File: src/rtl/pacman_draw_sequencer_if.sv
// Command/status bundle between the frame sequencer and the pacman sprite
// controller. The sequencer is the master: it issues pass and load commands
// and reads back pass completion and the current sprite position.
interface pacman_draw_sequencer_if;
  logic       draw;
  logic       clear;
  logic       shift_h;
  logic       shift_v;
  logic       load;
  logic [6:0] shift_amount;
  logic [7:0] load_x;
  logic [6:0] load_y;
  logic       complete;
  logic [7:0] posx;
  logic [6:0] posy;

  modport master (
    output draw, clear, shift_h, shift_v, load, shift_amount, load_x, load_y,
    input  complete, posx, posy
  );

  modport slave (
    input  draw, clear, shift_h, shift_v, load, shift_amount, load_x, load_y,
    output complete, posx, posy
  );
endinterface

File: src/rtl/pacman_draw_sequencer.sv
// Frame-level command initiator for the pacman sprite controller. Each frame
// tick runs: erase pass at the old position, compute a clamped step from the
// latched joystick direction, load the new position, redraw. Every pass is
// guarded by a cycle budget so a stuck controller cannot hang the frame.
module pacman_draw_sequencer #(
  parameter int X_MAX        = 160,
  parameter int Y_MAX        = 120,
  parameter int SPRITE_W     = 16,
  parameter int SPRITE_H     = 16,
  parameter int STEP         = 1,
  parameter int PASS_TIMEOUT = 1023
) (
  input  logic                     clk,
  input  logic                     reset,
  input  logic                     frame_tick_i,
  input  logic [1:0]               dir_i,
  input  logic                     dir_valid_i,
  pacman_draw_sequencer_if.master  spr,
  output logic                     busy_o,
  output logic                     frame_done_o,
  output logic                     overrun_o,
  output logic                     timeout_err_o
);

  localparam logic [2:0] S_IDLE      = 3'd0;
  localparam logic [2:0] S_ERASE_ARM = 3'd1;
  localparam logic [2:0] S_ERASE     = 3'd2;
  localparam logic [2:0] S_CALC      = 3'd3;
  localparam logic [2:0] S_LOAD      = 3'd4;
  localparam logic [2:0] S_DRAW_ARM  = 3'd5;
  localparam logic [2:0] S_DRAW      = 3'd6;
  localparam logic [2:0] S_DONE      = 3'd7;

  localparam int             CW       = $clog2(PASS_TIMEOUT + 1);
  localparam logic [CW-1:0]  CNT_LAST = CW'(PASS_TIMEOUT - 1);
  localparam logic [8:0]     X_LIM    = 9'(X_MAX - SPRITE_W);
  localparam logic [8:0]     Y_LIM    = 9'(Y_MAX - SPRITE_H);
  localparam logic [8:0]     STEP9    = 9'(STEP);

  logic [2:0]    state_q, state_d;
  logic [CW-1:0] cnt_q, cnt_d;
  logic          pending_q, pending_d;
  logic [1:0]    dir_q, dir_d;
  logic          overrun_q, overrun_d;
  logic          timeout_q, timeout_d;
  logic [7:0]    load_x_q, load_x_d;
  logic [6:0]    load_y_q, load_y_d;
  logic          draw_q, clear_q, shift_h_q, load_q, busy_q, frame_done_q;

  // One step along an axis in 9-bit arithmetic: decrement floors at 0,
  // increment saturates at the axis limit.
  function automatic logic [8:0] step_pos(input logic [8:0] p,
                                          input logic       inc,
                                          input logic [8:0] lim);
    logic [8:0] r;
    if (inc) begin
      r = p + STEP9;
      if (r > lim) begin
        r = lim;
      end else begin
        r = r;
      end
    end else begin
      if (p < STEP9) begin
        r = 9'd0;
      end else begin
        r = p - STEP9;
      end
    end
    return r;
  endfunction

  // Next-state logic: frame sequencing, pass budget, tick bookkeeping, new position.
  always_comb begin
    state_d   = state_q;
    cnt_d     = cnt_q;
    pending_d = pending_q;
    overrun_d = overrun_q;
    timeout_d = timeout_q;
    load_x_d  = load_x_q;
    load_y_d  = load_y_q;
    dir_d     = dir_valid_i ? dir_i : dir_q;

    // A tick while busy is remembered once; a further one is an overrun.
    if (frame_tick_i && (state_q != S_IDLE)) begin
      if (pending_q) begin
        overrun_d = 1'b1;
      end else begin
        pending_d = 1'b1;
      end
    end else begin
      pending_d = pending_d;
    end

    case (state_q)
      S_IDLE: begin
        if (frame_tick_i || pending_q) begin
          state_d   = S_ERASE_ARM;
          pending_d = 1'b0;
          cnt_d     = '0;
        end else begin
          state_d = S_IDLE;
        end
      end
      S_ERASE_ARM, S_DRAW_ARM: begin
        cnt_d = cnt_q + 1'b1;
        if (!spr.complete) begin
          state_d = (state_q == S_ERASE_ARM) ? S_ERASE : S_DRAW;
        end else if (cnt_q == CNT_LAST) begin
          timeout_d = 1'b1;
          state_d   = (state_q == S_ERASE_ARM) ? S_CALC : S_DONE;
        end else begin
          state_d = state_q;
        end
      end
      S_ERASE, S_DRAW: begin
        cnt_d = cnt_q + 1'b1;
        if (spr.complete) begin
          state_d = (state_q == S_ERASE) ? S_CALC : S_DONE;
        end else if (cnt_q == CNT_LAST) begin
          timeout_d = 1'b1;
          state_d   = (state_q == S_ERASE) ? S_CALC : S_DONE;
        end else begin
          state_d = state_q;
        end
      end
      S_CALC: begin
        // Uses the registered direction, so a same-cycle dir_valid waits a frame.
        state_d  = S_LOAD;
        load_x_d = spr.posx;
        load_y_d = spr.posy;
        case (dir_q)
          2'd0:    load_y_d = 7'(step_pos({2'b00, spr.posy}, 1'b0, Y_LIM));
          2'd1:    load_y_d = 7'(step_pos({2'b00, spr.posy}, 1'b1, Y_LIM));
          2'd2:    load_x_d = 8'(step_pos({1'b0, spr.posx}, 1'b0, X_LIM));
          2'd3:    load_x_d = 8'(step_pos({1'b0, spr.posx}, 1'b1, X_LIM));
          default: load_x_d = spr.posx;
        endcase
      end
      S_LOAD: begin
        state_d = S_DRAW_ARM;
        cnt_d   = '0;
      end
      S_DONE: begin
        state_d = S_IDLE;
      end
      default: begin
        state_d = S_IDLE;
      end
    endcase
  end

  // State and output registers; outputs are decoded from the next state so
  // they change on the same edge as the state.
  always_ff @(posedge clk) begin
    if (reset) begin
      state_q      <= S_IDLE;
      cnt_q        <= '0;
      pending_q    <= 1'b0;
      dir_q        <= 2'd3;
      overrun_q    <= 1'b0;
      timeout_q    <= 1'b0;
      load_x_q     <= 8'd0;
      load_y_q     <= 7'd0;
      draw_q       <= 1'b0;
      clear_q      <= 1'b0;
      shift_h_q    <= 1'b0;
      load_q       <= 1'b0;
      busy_q       <= 1'b0;
      frame_done_q <= 1'b0;
    end else begin
      state_q      <= state_d;
      cnt_q        <= cnt_d;
      pending_q    <= pending_d;
      dir_q        <= dir_d;
      overrun_q    <= overrun_d;
      timeout_q    <= timeout_d;
      load_x_q     <= load_x_d;
      load_y_q     <= load_y_d;
      clear_q      <= (state_d == S_ERASE_ARM) || (state_d == S_ERASE);
      shift_h_q    <= (state_d == S_DRAW_ARM)  || (state_d == S_DRAW);
      draw_q       <= (state_d == S_ERASE_ARM) || (state_d == S_ERASE) ||
                      (state_d == S_DRAW_ARM)  || (state_d == S_DRAW);
      load_q       <= (state_d == S_LOAD);
      busy_q       <= (state_d != S_IDLE);
      frame_done_q <= (state_d == S_DONE);
    end
  end

  assign spr.draw         = draw_q;
  assign spr.clear        = clear_q;
  assign spr.shift_h      = shift_h_q;
  assign spr.shift_v      = 1'b0;
  assign spr.load         = load_q;
  assign spr.shift_amount = 7'd0;
  assign spr.load_x       = load_x_q;
  assign spr.load_y       = load_y_q;
  assign busy_o           = busy_q;
  assign frame_done_o     = frame_done_q;
  assign overrun_o        = overrun_q;
  assign timeout_err_o    = timeout_q;

endmodule

File: src/flat_wrapper.sv
// flat-port wrapper written by rule: the top's interface ports become plain ports
module pacman_draw_sequencer_flat 
#(
  parameter int X_MAX        = 160,
  parameter int Y_MAX        = 120,
  parameter int SPRITE_W     = 16,
  parameter int SPRITE_H     = 16,
  parameter int STEP         = 1,
  parameter int PASS_TIMEOUT = 1023
)
  (clk, reset, frame_tick_i, dir_i, dir_valid_i, busy_o, frame_done_o, overrun_o, timeout_err_o, spr_draw, spr_clear, spr_shift_h, spr_shift_v, spr_load, spr_shift_amount, spr_load_x, spr_load_y, spr_complete, spr_posx, spr_posy);
  pacman_draw_sequencer_if spr_i ();
  input  logic clk;
  input  logic reset;
  input  logic frame_tick_i;
  input  logic [1:0] dir_i;
  input  logic dir_valid_i;
  output logic busy_o;
  output logic frame_done_o;
  output logic overrun_o;
  output logic timeout_err_o;
  output wire logic [$bits(spr_i.draw)-1:0] spr_draw;
  output wire logic [$bits(spr_i.clear)-1:0] spr_clear;
  output wire logic [$bits(spr_i.shift_h)-1:0] spr_shift_h;
  output wire logic [$bits(spr_i.shift_v)-1:0] spr_shift_v;
  output wire logic [$bits(spr_i.load)-1:0] spr_load;
  output wire logic [$bits(spr_i.shift_amount)-1:0] spr_shift_amount;
  output wire logic [$bits(spr_i.load_x)-1:0] spr_load_x;
  output wire logic [$bits(spr_i.load_y)-1:0] spr_load_y;
  input wire logic [$bits(spr_i.complete)-1:0] spr_complete;
  input wire logic [$bits(spr_i.posx)-1:0] spr_posx;
  input wire logic [$bits(spr_i.posy)-1:0] spr_posy;
  assign spr_draw = spr_i.draw;
  assign spr_clear = spr_i.clear;
  assign spr_shift_h = spr_i.shift_h;
  assign spr_shift_v = spr_i.shift_v;
  assign spr_load = spr_i.load;
  assign spr_shift_amount = spr_i.shift_amount;
  assign spr_load_x = spr_i.load_x;
  assign spr_load_y = spr_i.load_y;
  assign spr_i.complete = spr_complete;
  assign spr_i.posx = spr_posx;
  assign spr_i.posy = spr_posy;
  pacman_draw_sequencer #(.X_MAX(X_MAX), .Y_MAX(Y_MAX), .SPRITE_W(SPRITE_W), .SPRITE_H(SPRITE_H), .STEP(STEP), .PASS_TIMEOUT(PASS_TIMEOUT)) u_core (.clk(clk), .reset(reset), .frame_tick_i(frame_tick_i), .dir_i(dir_i), .dir_valid_i(dir_valid_i), .spr(spr_i), .busy_o(busy_o), .frame_done_o(frame_done_o), .overrun_o(overrun_o), .timeout_err_o(timeout_err_o));
endmodule
File: config.mk
export PLATFORM = sky130hd
export DESIGN_NAME = pacman_draw_sequencer_flat
export DESIGN_NICKNAME = d
export VERILOG_FILES = /design/src/rtl/pacman_draw_sequencer_if.sv /design/src/rtl/pacman_draw_sequencer.sv /design/src/flat_wrapper.sv
export SDC_FILE = /design/constraint.sdc
export NUM_CORES = 1
export LEC_CHECK = 0
export ABC_CLOCK_PERIOD_IN_PS = 2300
export CAP_MARGIN = 20
export CORE_MARGIN = 10
export CORE_UTILIZATION = 47
export CTS_CLUSTER_SIZE = 40
export DETAILED_ROUTE_END_ITERATION = 12
export GPL_ROUTABILITY_DRIVEN = 1
export GPL_TIMING_DRIVEN = 0
export HOLD_SLACK_MARGIN = 0.08
export PLACE_DENSITY = 0.78
export SLEW_MARGIN = 0
export SYNTH_ARGS = -nofsm -noshare
export SYNTH_HDL_FRONTEND = slang
export SYNTH_SLANG_ARGS = --single-unit
File: constraint.sdc
create_clock -name clk -period 2.3 [get_ports clk]
set_input_delay 0.345 -clock clk [delete_from_list [all_inputs] [get_ports clk]]
set_output_delay 0.345 -clock clk [all_outputs]
set_load 0.005 [all_outputs]
Word level (Yosys, flattened, before mapping)
Index checks and enable logic that the tools add are counted.
{"block": "word_totals", "ff_bits": 39, "inputBits": 22}
{"block": "op_classes", "addsub": 5, "magnitude_cmp": 4, "mux": 24, "reduce_logical": 18, "n_eq_ne": 20}
{"operator": "case mux 10 bit (3 select lines)", "count": 1}
{"operator": "== test 3 bit (second input constant)", "count": 8}
{"operator": "two-way mux 3 bit", "count": 7}
{"operator": "case mux 3 bit (6 select lines)", "count": 1}
{"operator": "two-way mux 8 bit", "count": 2}
{"operator": "case mux 8 bit (2 select lines)", "count": 1}
{"operator": "two-way mux 7 bit", "count": 2}
{"operator": "case mux 7 bit (2 select lines)", "count": 1}
{"operator": "adder 10 x 1 -> 10 bit (second input constant)", "count": 1}
{"operator": "== test 10 bit (second input constant)", "count": 1}
{"operator": "two-way mux 10 bit", "count": 1}
{"operator": "adder 8 x 1 -> 9 bit (second input constant)", "count": 1}
{"operator": "== test 3 x 2 -> 1 bit (second input constant)", "count": 3}
{"operator": "greater-than comparator 9 x 8 -> 1 bit (second input constant)", "count": 1}
{"operator": "nonzero test 3 bit", "count": 3}
{"operator": "adder 7 x 1 -> 8 bit (second input constant)", "count": 1}
{"operator": "greater-than comparator 8 x 7 -> 1 bit (second input constant)", "count": 1}
{"operator": "< comparator 8 x 1 -> 1 bit (second input constant)", "count": 1}
{"operator": "subtractor 8 x 1 -> 8 bit (second input constant)", "count": 1}
{"operator": "< comparator 7 x 1 -> 1 bit (second input constant)", "count": 1}
{"operator": "two-way mux 1 bit", "count": 7}
{"operator": "subtractor 7 x 1 -> 7 bit (second input constant)", "count": 1}
{"operator": "== test 3 x 1 -> 1 bit (second input constant)", "count": 2}
{"operator": "logical OR 1 bit", "count": 5}
{"operator": "other kinds (13)", "count": 17}

Logic depth before layout (Yosys ltp)
{"block": "depth", "depth_word": 9, "ltp_mapped": 9}

Least setup slack after synthesis
Ideal clock, no wire load.
{"block": "synth_timing", "path_type": "input-to-reg", "from": "input port spr_posx[0]", "to": "register u_core.load_x_q[5], in the netlist u_core.spr.load_x[5]", "setup_ns": 0.126, "cell_stages": 9, "required_ns": 2.174, "setup_slack_ns": 0.063, "arrival_time_ns": 2.111, "cell_sequence": "buf_2 inv_1 ha_1 or3b_1 o41ai_4 o21ai_1 a211oi_1 a211o_1 a21oi_1"}
{"block": "synth_between", "elab_chain_cells": 4, "elab_cells_between_ends": 7, "classes_between": "2 x add/sub; 2 x order compare; 3 x mux"}
{"element": "start, declared", "line": "flat_wrapper.sv:31", "source": "input wire logic [$bits(spr_i.posx)-1:0] spr_posx;"}
{"element": "adder 8 x 1 -> 9 bit", "line": "pacman_draw_sequencer.sv:57", "source": "r = p + STEP9;"}
{"element": "greater-than comparator 9 x 8 -> 1 bit", "line": "pacman_draw_sequencer.sv:58", "source": "if (r > lim) begin"}
{"element": "two-way mux 8 bit", "line": "pacman_draw_sequencer.sv:58"}
{"element": "case mux 8 bit (2 select lines) *", "line": "pacman_draw_sequencer.sv:132", "source": "case (dir_q)"}
{"element": "end signal, assigned", "line": "pacman_draw_sequencer.sv:178", "source": "load_x_q <= load_x_d;"}
{"element": "end, declared", "line": "pacman_draw_sequencer.sv:46", "source": "logic [7:0] load_x_q, load_x_d;"}
Every way passes the cells marked *; elsewhere a longest branch is shown, timed or not.
A chain may end at the register's enable or synchronous reset.

Worst setup path after layout
{"block": "layout_timing", "from": "input port spr_posx[0]", "to": "register u_core.load_x_q[2], in the netlist u_core.spr.load_x[2]"}
The elaborated chain is that of the path after synthesis.

==> results.py <==
metrics = {
    "status": {
        "outcome": "finished, final reports clean",
    },
    "routing": {
        "postRouteAntennaNets": 0,
        "avgRoutedWirePerCell_um": 15.27,
        "drtPass1Iterations": 5,
        "via_count": 2786,
        "drc": 0,
        "vias_per_cell": 5.816,
        "routed_wl_um": 7316,
        "drt_iter0_markers": 161,
    },
    "worst_hold_path": {
        "min_to": "u_core.spr.draw$_SDFF_PP0_",
        "whs_path_depth": 2,
        "hp-class": "input port to flop",
        "holdCritStartpoint": "reset",
    },
    "critical_path": {
        "cp_max_fo": 9,
        "cp_data_required_time_ns": 2.46,
        "rr_worst_depth": 9,
        "cp-start-kind": "input port",
        "endpoint_kind": "flop",
        "r2r_end": "u_core.spr.draw$_SDFF_PP0_",
        "r2r_slack_ns": 0.12,
        "arrival_ns": 2.39,
        "regToRegStartpoint": "u_core.cnt_q[0]$_SDFFE_PP0P_",
        "crit_type": "input port to flop",
    },
    "sta": {
        "worst_slack_ns": 0.06785,
        "holdWs_ns": 0.4215,
        "min_period_ns": 2.232,
        "max_freq_ghz": 0.4480,
        "maxSlewHeadroom": 0.5870,
        "hold_violations": 0,
        "fin_crit_sh": 0.9705,
        "skew_ns": 0.004166,
        "drv_slew": 0,
        "tightestPinTransition_ns": 0.6153,
        "setup_viol": 0,
    },
    "clocking": {
        "cts_tree": "built",
        "cts_root_buf": "clkbuf_8",
        "holdBufCountCts": 0,
        "htreeDepth": 2,
        "clk_pin_slew_ns": 0.08,
        "cts_buffer_depth": 2,
        "numCtsBuffers": 5,
        "clock_sinks": 39,
        "clk_latency_ns": 0.29,
    },
    "finish": {
        "diodes": 0,
        "fin_area_um2": 3438,
        "syn_to_final_growth_pct": 24.18,
        "layout.nets": 441,
        "layout-drive-gt1-share": 0.1278,
    },
    "yosys": {
        "seq_area_frac_synth": 0.2820,
        "ys_ff_latch": 39,
        "syn_inst": 355,
        "async_flop_share": 0,
        "ys.flop_type": "dfxtp_1",
        "synth_cell_types": 66,
        "synth_area_um2": 2769,
        "synth_edf_count": 0,
        "syn_avg_cell_area_um2": 7.800,
        "synth_warnings": 0,
    },
    "global_route": {
        "antenna_found_initial": 0,
        "grtUsageTotal": 0.1452,
        "grt_pass1_vias": 2495,
        "grt_pass1_wl_um": 12020,
        "grt_overflow": 0,
        "grt_max_degree": 14,
    },
    "floorplanning": {
        "die_x_um": 96.76,
        "rows": 27,
        "die_area_um2": 9362,
        "initial_utilization": 0.4938,
        "coreArea_um2": 5608,
        "boundaryPins": 53,
        "die_h_um": 96.76,
    },
    "place": {
        "port_buffers": 36,
        "placed_cell_area_um2": 3246,
        "dp_hpwl_um": 5399,
        "gp_congestion": 0.9031,
        "place_ws_ns": -0.7366,
    },
    "pwr": {
        "leakage_nw": 1.258,
        "peakVddDrop_mv": 0.3920,
        "powerDensity_nw_per_um2": 658.4,
    },
    "flow_run": {
        "drv_cap": 0,
    },
}
-- layer usage --
metal,global-route usage,share of wire
met3,0.03974,0.072
met4,0.04059,0.018
met5,0,0
met2,0.2388,0.47
met1,0.1800,0.44
-- critical path, cell delays in order --
cell	delay, ns
dlygate4sd2_1	0.27
buf_4	0.17
inv_2	0.08
ha_4	0.15
or3b_4	0.42
o41a_1	0.45
nand2_1	0.10
o21ai_0	0.11
a211oi_1	0.22
nor4_1	0.07
-- worst max path at each step --
stage               cells past startpoint                                end                    startpoint  slack, ns
CTS                                     9         u_core.spr.draw$_SDFF_PP0_  u_core.cnt_q[0]$_SDFFE_PP0P_       0.02
floorplan                               9  u_core.spr.load_x[5]$_SDFFE_PP0P_                   spr_posx[0]       0.06
global placement                       10  u_core.spr.load_x[5]$_SDFFE_PP0P_                   spr_posx[0]      -0.69
global route                           10  u_core.spr.load_x[3]$_SDFFE_PP0P_                   spr_posx[3]      -0.01
finish                                 10  u_core.spr.load_x[2]$_SDFFE_PP0P_                   spr_posx[0]       0.07
detailed placement                     10  u_core.spr.load_x[5]$_SDFFE_PP0P_                   spr_posx[0]      -0.74
-- flip-flops by register name (all words and copies together), names as in the netlist, 2 cells and up --
register	flops
u_core.spr.load_x	8
u_core.spr.load_y	7
u_core.dir_q	2
u_core.cnt_q	10
u_core.state_q	3
-- Yosys cell counts (8+ instances only) --
cell / number / share of area
buf_4: 8 / 0.022
dfxtp_1: 39 / 0.28
clkbuf_1: 15 / 0.020
xor2_1: 10 / 0.032
ha_1: 13 / 0.059
nand2_1: 26 / 0.035
a21oi_1: 26 / 0.047
nand3_1: 11 / 0.020
o21ai_0: 15 / 0.027
a31oi_1: 11 / 0.025
nor3_1: 16 / 0.029
nor2_1: 35 / 0.047
inv_1: 18 / 0.024
-- where the power goes --
part | switching [W] | internal [W] | leakage [nW]
combinational | 0.000483 | 0.000393 | 0.884
clock | 0.000246 | 0.000323 | 0.0581
sequential | 0.0000588 | 0.000760 | 0.316
total | 0.000788 | 0.00148 | 1.26
-- layout make-up --
type / count / area [um2]
sequential: 39 / 780.7
clock buffer: 5 / 68.82
timing repair buffer: 38 / 367.9
fill: 504 / 2170
clock inverter: 3 / 43.79
tap: 72 / 90.09
inverter: 19 / 71.32
buffer: 31 / 187.7
multi-input combinational: 272 / 1828
-- stage by stage --
stage,std cells,TNS (ns),total power [W],utilization
final,479,0,0.002264,0.6131
after global routing,479,-0.01440,0.002415,0.6131
after CTS,478,0,0.002242,0.6069
after detailed placement,470,-6.892,0.001662,0.5788
after global placement,470,-6.210,0.001629,0.5788
after floorplan,362,0,0.001387,-
-- placed cells by master (no fill, tap or decap), types with 3 or more instances in the layout --
cell type and n:
and3_1 4, nor3b_1 6, buf_2 3, or3_1 3, xnor2_1 7, o21ai_1 4, buf_4 12, xor2_1 10
nand2b_1 4, a211o_1 3, nor2_1 35, ha_1 9, inv_1 17, nand4_1 7, nand2_1 26, conb_1 8
nor3_1 16, o21ai_0 14, a21oi_1 25, a211oi_1 6, dfxtp_1 39, nor4_1 4, clkbuf_1 14, a31oi_1 11
clkbuf_8 5, nor2b_1 3, nand3_1 11, buf_6 4, clkdlybuf4s50_1 32
-- cell families after synthesis --
| kind of cell | after synthesis | share of synthesized area |
|---|---|---|
| xor+xnor | 17 | 0.05377 |
| simple gates | 136 | 0.2585 |
| fa+ha+maj | 13 | 0.05875 |
| other cells | 1 | 0.001354 |
| compound gates | 96 | 0.2476 |
| flops | 39 | 0.2820 |
| mux | 2 | 0.007230 |
| buf+inv | 51 | 0.09082 |
-- what timing repair did --
action / CTS / global route
setup buffers: 1 / 1
pin swaps: 3 / 5
resized for setup: 13 / 14
setup endpoints to repair: 13 / 13
No activity file was read; power rests on OpenSTA's default activity.
==> RTL change 1 (same settings) <==
Compare `cnt_q` against `CNT_LAST` with >= in place of ==.
--- a/src/rtl/pacman_draw_sequencer.sv
+++ b/src/rtl/pacman_draw_sequencer.sv
@@ -117,7 +117,7 @@
         cnt_d = cnt_q + 1'b1;
         if (spr.complete) begin
           state_d = (state_q == S_ERASE) ? S_CALC : S_DONE;
-        end else if (cnt_q == CNT_LAST) begin
+        end else if (cnt_q >= CNT_LAST) begin
           timeout_d = 1'b1;
           state_d   = (state_q == S_ERASE) ? S_CALC : S_DONE;
         end else begin
Check against the original RTL: no difference found for any inputs over 10 cycles, from zero or initial values and one cycle with reset high; that may be too few to reach the edited logic, so the function may still have changed.
==> RTL change 1 against the original RTL <==
  * Clock skew grew 1.4 ps
  * Final area is 2.9% higher
  * Area after synthesis rose by 3.4%
  * Routed wire length grew 2.6%
  * Sequential cell count unchanged
  * Worst setup slack improved by 84 ps
  * Clock power shrank 19%
  * Power fell by 25%
  * Critical path type is now reg -> reg
  * Largest power group is now registers
  * Highest routed layer unchanged
==> RTL change 1: results <==
group,metric,value,unit
min_path,hp-class,"reg -> reg",
global_route,grt_pass1_vias,2621,
place,dpl_cell_area,3400,um^2
detailed_routing,drt-initial-drc-count,124,
clock_tree,path_clk_slew,80,ps
clock_tree,clockBufferDepth,2,
detailed_routing,routedWlPerCell,15.1,um
layout,largest_register_ffs,10,
timing,slew-limit-headroom,59.9,%
power,irDropWorstVdd,0.242,mV
global_route,overflow,0,
critical_path,arrival,2320,ps
power,leakagePower,1.40,nW
clock_tree,clkLatencyLatePin,300,ps
outcome,outcome,"finished, final reports clean",
global_route,grt_max_degree,13,
min_path,hp-start,"u_core.timeout_err_o$_SDFFE_PP0P_",
global_route,antenna_found_initial,0,
timing,fin_skew,5.60,ps
detailed_routing,vias,2820,
detailed_routing,drt_pass1_iterations,4,
yosys,ys_seq_area_share,27.3,%
place,gp_congestion,0.916,
layout,drive_gt1_share,11.8,%
yosys,synth.distinct_cells,61,
clock_tree,htree_levels,2,
critical_path,critPathLaunch,"u_core.state_q[0]$_SDFF_PP0_",
global_route,grt_usage,14.7,%
place,portBuffers,42,
place,dpl.hpwl,5640,um
yosys,synthTopCellsByCount,"40 x nor2_1, 39 x dfxtp_1, 30 x a21oi_1",
yosys,yosys_warnings,0,
layout,final_nets,459,
yosys,synthTopCellsByArea,"dfxtp_1 27%, ha_1 6.6%, a21oi_1 5.2%, nor2_1 5.2%, o21ai_0 4.2%",
global_route,grt_pass1_wl,12300,um
## RTL change 1: cell count changes after synthesis, sizes merged, moves of 5 or more
cell	unedited run	this run
nand2	27	22
a211oi	8	2
o211ai	1	9
o21ai	18	25
nor2	35	41
## RTL change 1: power breakdown
group / leakage, nW / total (mW) / switching, mW / internal [mW]
combinational: 1.04 / 0.502 / 0.273 / 0.229
clock: 0.0412 / 0.462 / 0.250 / 0.212
sequential: 0.317 / 0.738 / 0.0259 / 0.712
## RTL change 1: path summary, 6_finish.rpt
path / to / slack, ps / cells past startpoint
worst max-delay path: u_core.spr.clear$_SDFF_PP0_ / 150 / 10
worst min-delay path: u_core.timeout_err_o$_SDFFE_PP0P_ / 480 / 2
worst max register to register: u_core.spr.clear$_SDFF_PP0_ / 150 / 10
worst min register to register: u_core.timeout_err_o$_SDFFE_PP0P_ / 480 / 2
## RTL change 1: routing by layer
layer	routed length, um	vias to the layer above	track usage [%]	part of all wire [%]
li1	-	1427	-	-
met1	3440	1294	18.7	46
met2	3450	92	23.1	46
met3	531	7	3.81	7.1
met4	89	0	5.59	1.2
met5	0	-	0	0
## RTL change 1: timing repair
item,CTS,global route
hold endpoints to repair,0,0
setup buffers,0,1
resized for setup,3,12
setup endpoints to repair,7,11
cloned,0,0
## RTL change 1: cell families after synthesis
family | Yosys count | share of synthesized area [%]
compound gates | 111 | 25.6
xor+xnor | 15 | 4.59
fa+ha+maj | 15 | 6.56
buf+inv | 51 | 10.3
flops | 39 | 27.3
mux | 1 | 0.350
other cells | 1 | 0.131
simple gates | 136 | 25.2
## RTL change 1: area by class of cell
type                       instances  area (um^2)
timing repair buffer              43          435
buffer                            29          213
tap                               75         93.8
multi-input combinational        286         1860
clock inverter                     2         12.5
fill                             553         2380
sequential                        39          783
clock buffer                       6         72.6
inverter                          18         67.6
## RTL change 1: worst max-delay path, cell delays in order (launching register included)
cell     delay, ps
dfxtp_2        380
inv_1          120
ha_4           210
a221o_1        350
a21oi_1        130
o31a_1         180
or2_1          170
inv_1           80
ha_1           210
a21oi_2        130
nor3b_1         60
## RTL change 1: through the flow
stage / setup WS [ps] / util [%] / cells / setup TNS (ps) / total power, mW
after floorplan: 199 / - / 376 / 0 / 1.06
after global placement: -312 / 57.5 / 493 / -2320 / 1.22
after detailed placement: -402 / 57.5 / 493 / -3150 / 1.23
after CTS: 27.9 / 58.9 / 498 / 0 / 1.69
after global routing: 5.15 / 59.7 / 498 / 0 / 1.80
final: 152 / 59.7 / 498 / 0 / 1.70
==> RTL change 2 (config.mk and constraints unchanged) <==
Without the edit above. `PASS_TIMEOUT` is set to 1023 in 2 places; all go to 511.
--- a/src/rtl/pacman_draw_sequencer.sv
+++ b/src/rtl/pacman_draw_sequencer.sv
@@ -8,7 +8,7 @@
   parameter int SPRITE_W     = 16,
   parameter int SPRITE_H     = 16,
   parameter int STEP         = 1,
-  parameter int PASS_TIMEOUT = 1023
+  parameter int PASS_TIMEOUT = 511
 ) (
   input  logic                     clk,
   input  logic                     reset,
--- a/src/flat_wrapper.sv
+++ b/src/flat_wrapper.sv
@@ -6,7 +6,7 @@
   parameter int SPRITE_W     = 16,
   parameter int SPRITE_H     = 16,
   parameter int STEP         = 1,
-  parameter int PASS_TIMEOUT = 1023
+  parameter int PASS_TIMEOUT = 511
 )
   (clk, reset, frame_tick_i, dir_i, dir_valid_i, busy_o, frame_done_o, overrun_o, timeout_err_o, spr_draw, spr_clear, spr_shift_h, spr_shift_v, spr_load, spr_shift_amount, spr_load_x, spr_load_y, spr_complete, spr_posx, spr_posy);
   pacman_draw_sequencer_if spr_i ();
Formal check against the unedited RTL: no difference found for any inputs over 10 cycles, from zero or initial values and one cycle with reset high; that may be too few to reach the edited logic, so the function may still have changed.
==> RTL change 2 against the original RTL <==
  * Area after synthesis shrank 3.7%
  * Synthesized cell count shrank 2.3%
  * Power up 2.6%
  * Final area down 3.6%
  * Routed wire length shrank 2.7%
  * Via count down 2.3%
  * Worst setup slack better by 50 ps
  * Sequential cell count decreased by 1
  * Critical path type unchanged
  * Critical endpoint is now u_core.spr.load_x[1]$_SDFFE_PP0P_
  * Largest power group unchanged
  * Highest routed layer unchanged
==> RTL change 2: results <==
group,metric,value,unit
min_path,hp-start,"u_core.spr.load_x[5]$_SDFFE_PP0P_",
global_route,grt_max_degree,12,
timing,whs,456,ps
place,dpl_cell_area,3160,um^2
yosys,synthTopCellsByCount,"38 x dfxtp_1, 37 x nor2_1, 24 x a21oi_1",
global_route,antenna_found_initial,0,
place,post-place-cells,464,
timing,worstMarginPinSlew,613,ps
timing,drv_slew,0,
detailed_routing,via_per_inst,5.74,
global_route,grt_pass1_vias,2660,
min_path,whs_path_depth,2,
yosys,synth.distinct_cells,67,
timing,fin_skew,5.58,ps
power,comb_power_share,40.0,%
place,dpl.hpwl,5370,um
detailed_routing,drt-initial-drc-count,139,
power,leakagePower,1.31,nW
clock_tree,cts_root_buf,"clkbuf_8",
clock_tree,post_cts_buffers,0,
clock_tree,cts_resized,0,
critical_path,r2r_start,"u_core.cnt_q[0]$_SDFFE_PP0P_",
layout,final_cells,474,
critical_path,crit_fanout,7,
critical_path,cpMaxStageDelayCell,"clkdlybuf4s50_1",
global_route,grt_pass1_wl,11800,um
layout,largest_register_ffs,9,
critical_path,reg2reg_to,"u_core.spr.draw$_SDFF_PP0_",
yosys,synthTopCellsByArea,"dfxtp_1 29%, ha_1 6.1%, nor2_1 5.2%, a21oi_1 4.5%, o21ai_0 3.9%",
place,place_ws,-251,ps
power,clock_power,0.584,mW
yosys,synth_cells,347,
power,p_int,1.54,mW
detailed_routing,routedWlPerCell,15.0,um
critical_path,path_delay_family,"simple AND/OR/NAND/NOR gates",
detailed_routing,drt_pass1_iterations,4,
min_path,hp-class,"reg -> reg",
power,clock_power_share,25.2,%
clock_tree,cts_buffers,5,
clock_tree,htree_levels,2,
critical_path,max_stage_delay,630,ps
critical_path,ff2ff_setup_slack,180,ps
outcome,outcome,"finished, final reports clean",
yosys,ys_seq_area_share,28.5,%
yosys,yosys_warnings,0,
clock_tree,clkLatencyLatePin,290,ps
global_route,grt_usage,15.7,%
place,gp_congestion,0.919,
clock_tree,path_clk_slew,80,ps
power,irDropWorstVdd,0.353,mV
layout,drive_gt1_share,12.7,%
place,portBuffers,38,
min_path,hold_end,"u_core.spr.load_x[5]$_SDFFE_PP0P_",
layout,regMostFlops,"u_core.cnt_q",
layout,final_nets,437,
-- RTL change 2: metal layers --
metal	vias to the layer above	GRT usage [%]	share of wire, %	wire, um
met5	-	0	0	0
met4	0	5.99	1.5	108
met1	1276	18.2	42	2990
met2	85	26.8	49	3460
met3	13	4.32	8.0	567
li1	1347	-	-	-
-- RTL change 2: area by class of cell --
type / count / area [um^2]
plain buffers: 29 / 168
flip-flops and latches: 38 / 762
clock buffers: 6 / 82.6
multi-input cells: 268 / 1700
well taps: 72 / 90.1
clock inverters: 1 / 30.0
inverters: 19 / 71.3
fillers: 509 / 2190
repair buffers: 41 / 408
-- RTL change 2: worst max path at each step --
| stage | end | slack [ps] | from |
|---|---|---|---|
| floorplan | u_core.spr.draw$_SDFF_PP0_ | 350 | u_core.cnt_q[0]$_SDFFE_PP0P_ |
| global placement | u_core.spr.load_y[2]$_SDFFE_PP0P_ | -240 | spr_posy[0] |
| detailed placement | u_core.spr.load_y[2]$_SDFFE_PP0P_ | -250 | spr_posy[0] |
| CTS | u_core.spr.draw$_SDFF_PP0_ | 50 | u_core.cnt_q[0]$_SDFFE_PP0P_ |
| global route | u_core.spr.load_x[3]$_SDFFE_PP0P_ | -3 | spr_posx[0] |
| finish | u_core.spr.load_x[1]$_SDFFE_PP0P_ | 120 | spr_posx[3] |
-- RTL change 2: logic make-up (layout without fill, tap and decap cells) --
| group | Yosys count | count (layout) | share of synthesized area [%] |
|---|---|---|---|
| AOI/OAI and AO/OA | 94 | 94 | 24.0 |
| xor gates and xnor gates | 13 | 13 | 4.27 |
| adders and majority gates | 13 | 13 | 6.10 |
| buffers and inverters | 48 | 96 | 8.92 |
| DFF | 38 | 38 | 28.5 |
| muxes | 3 | 3 | 1.17 |
| other | 1 | 8 | 0.141 |
| and+or+nand+nor | 137 | 137 | 26.9 |
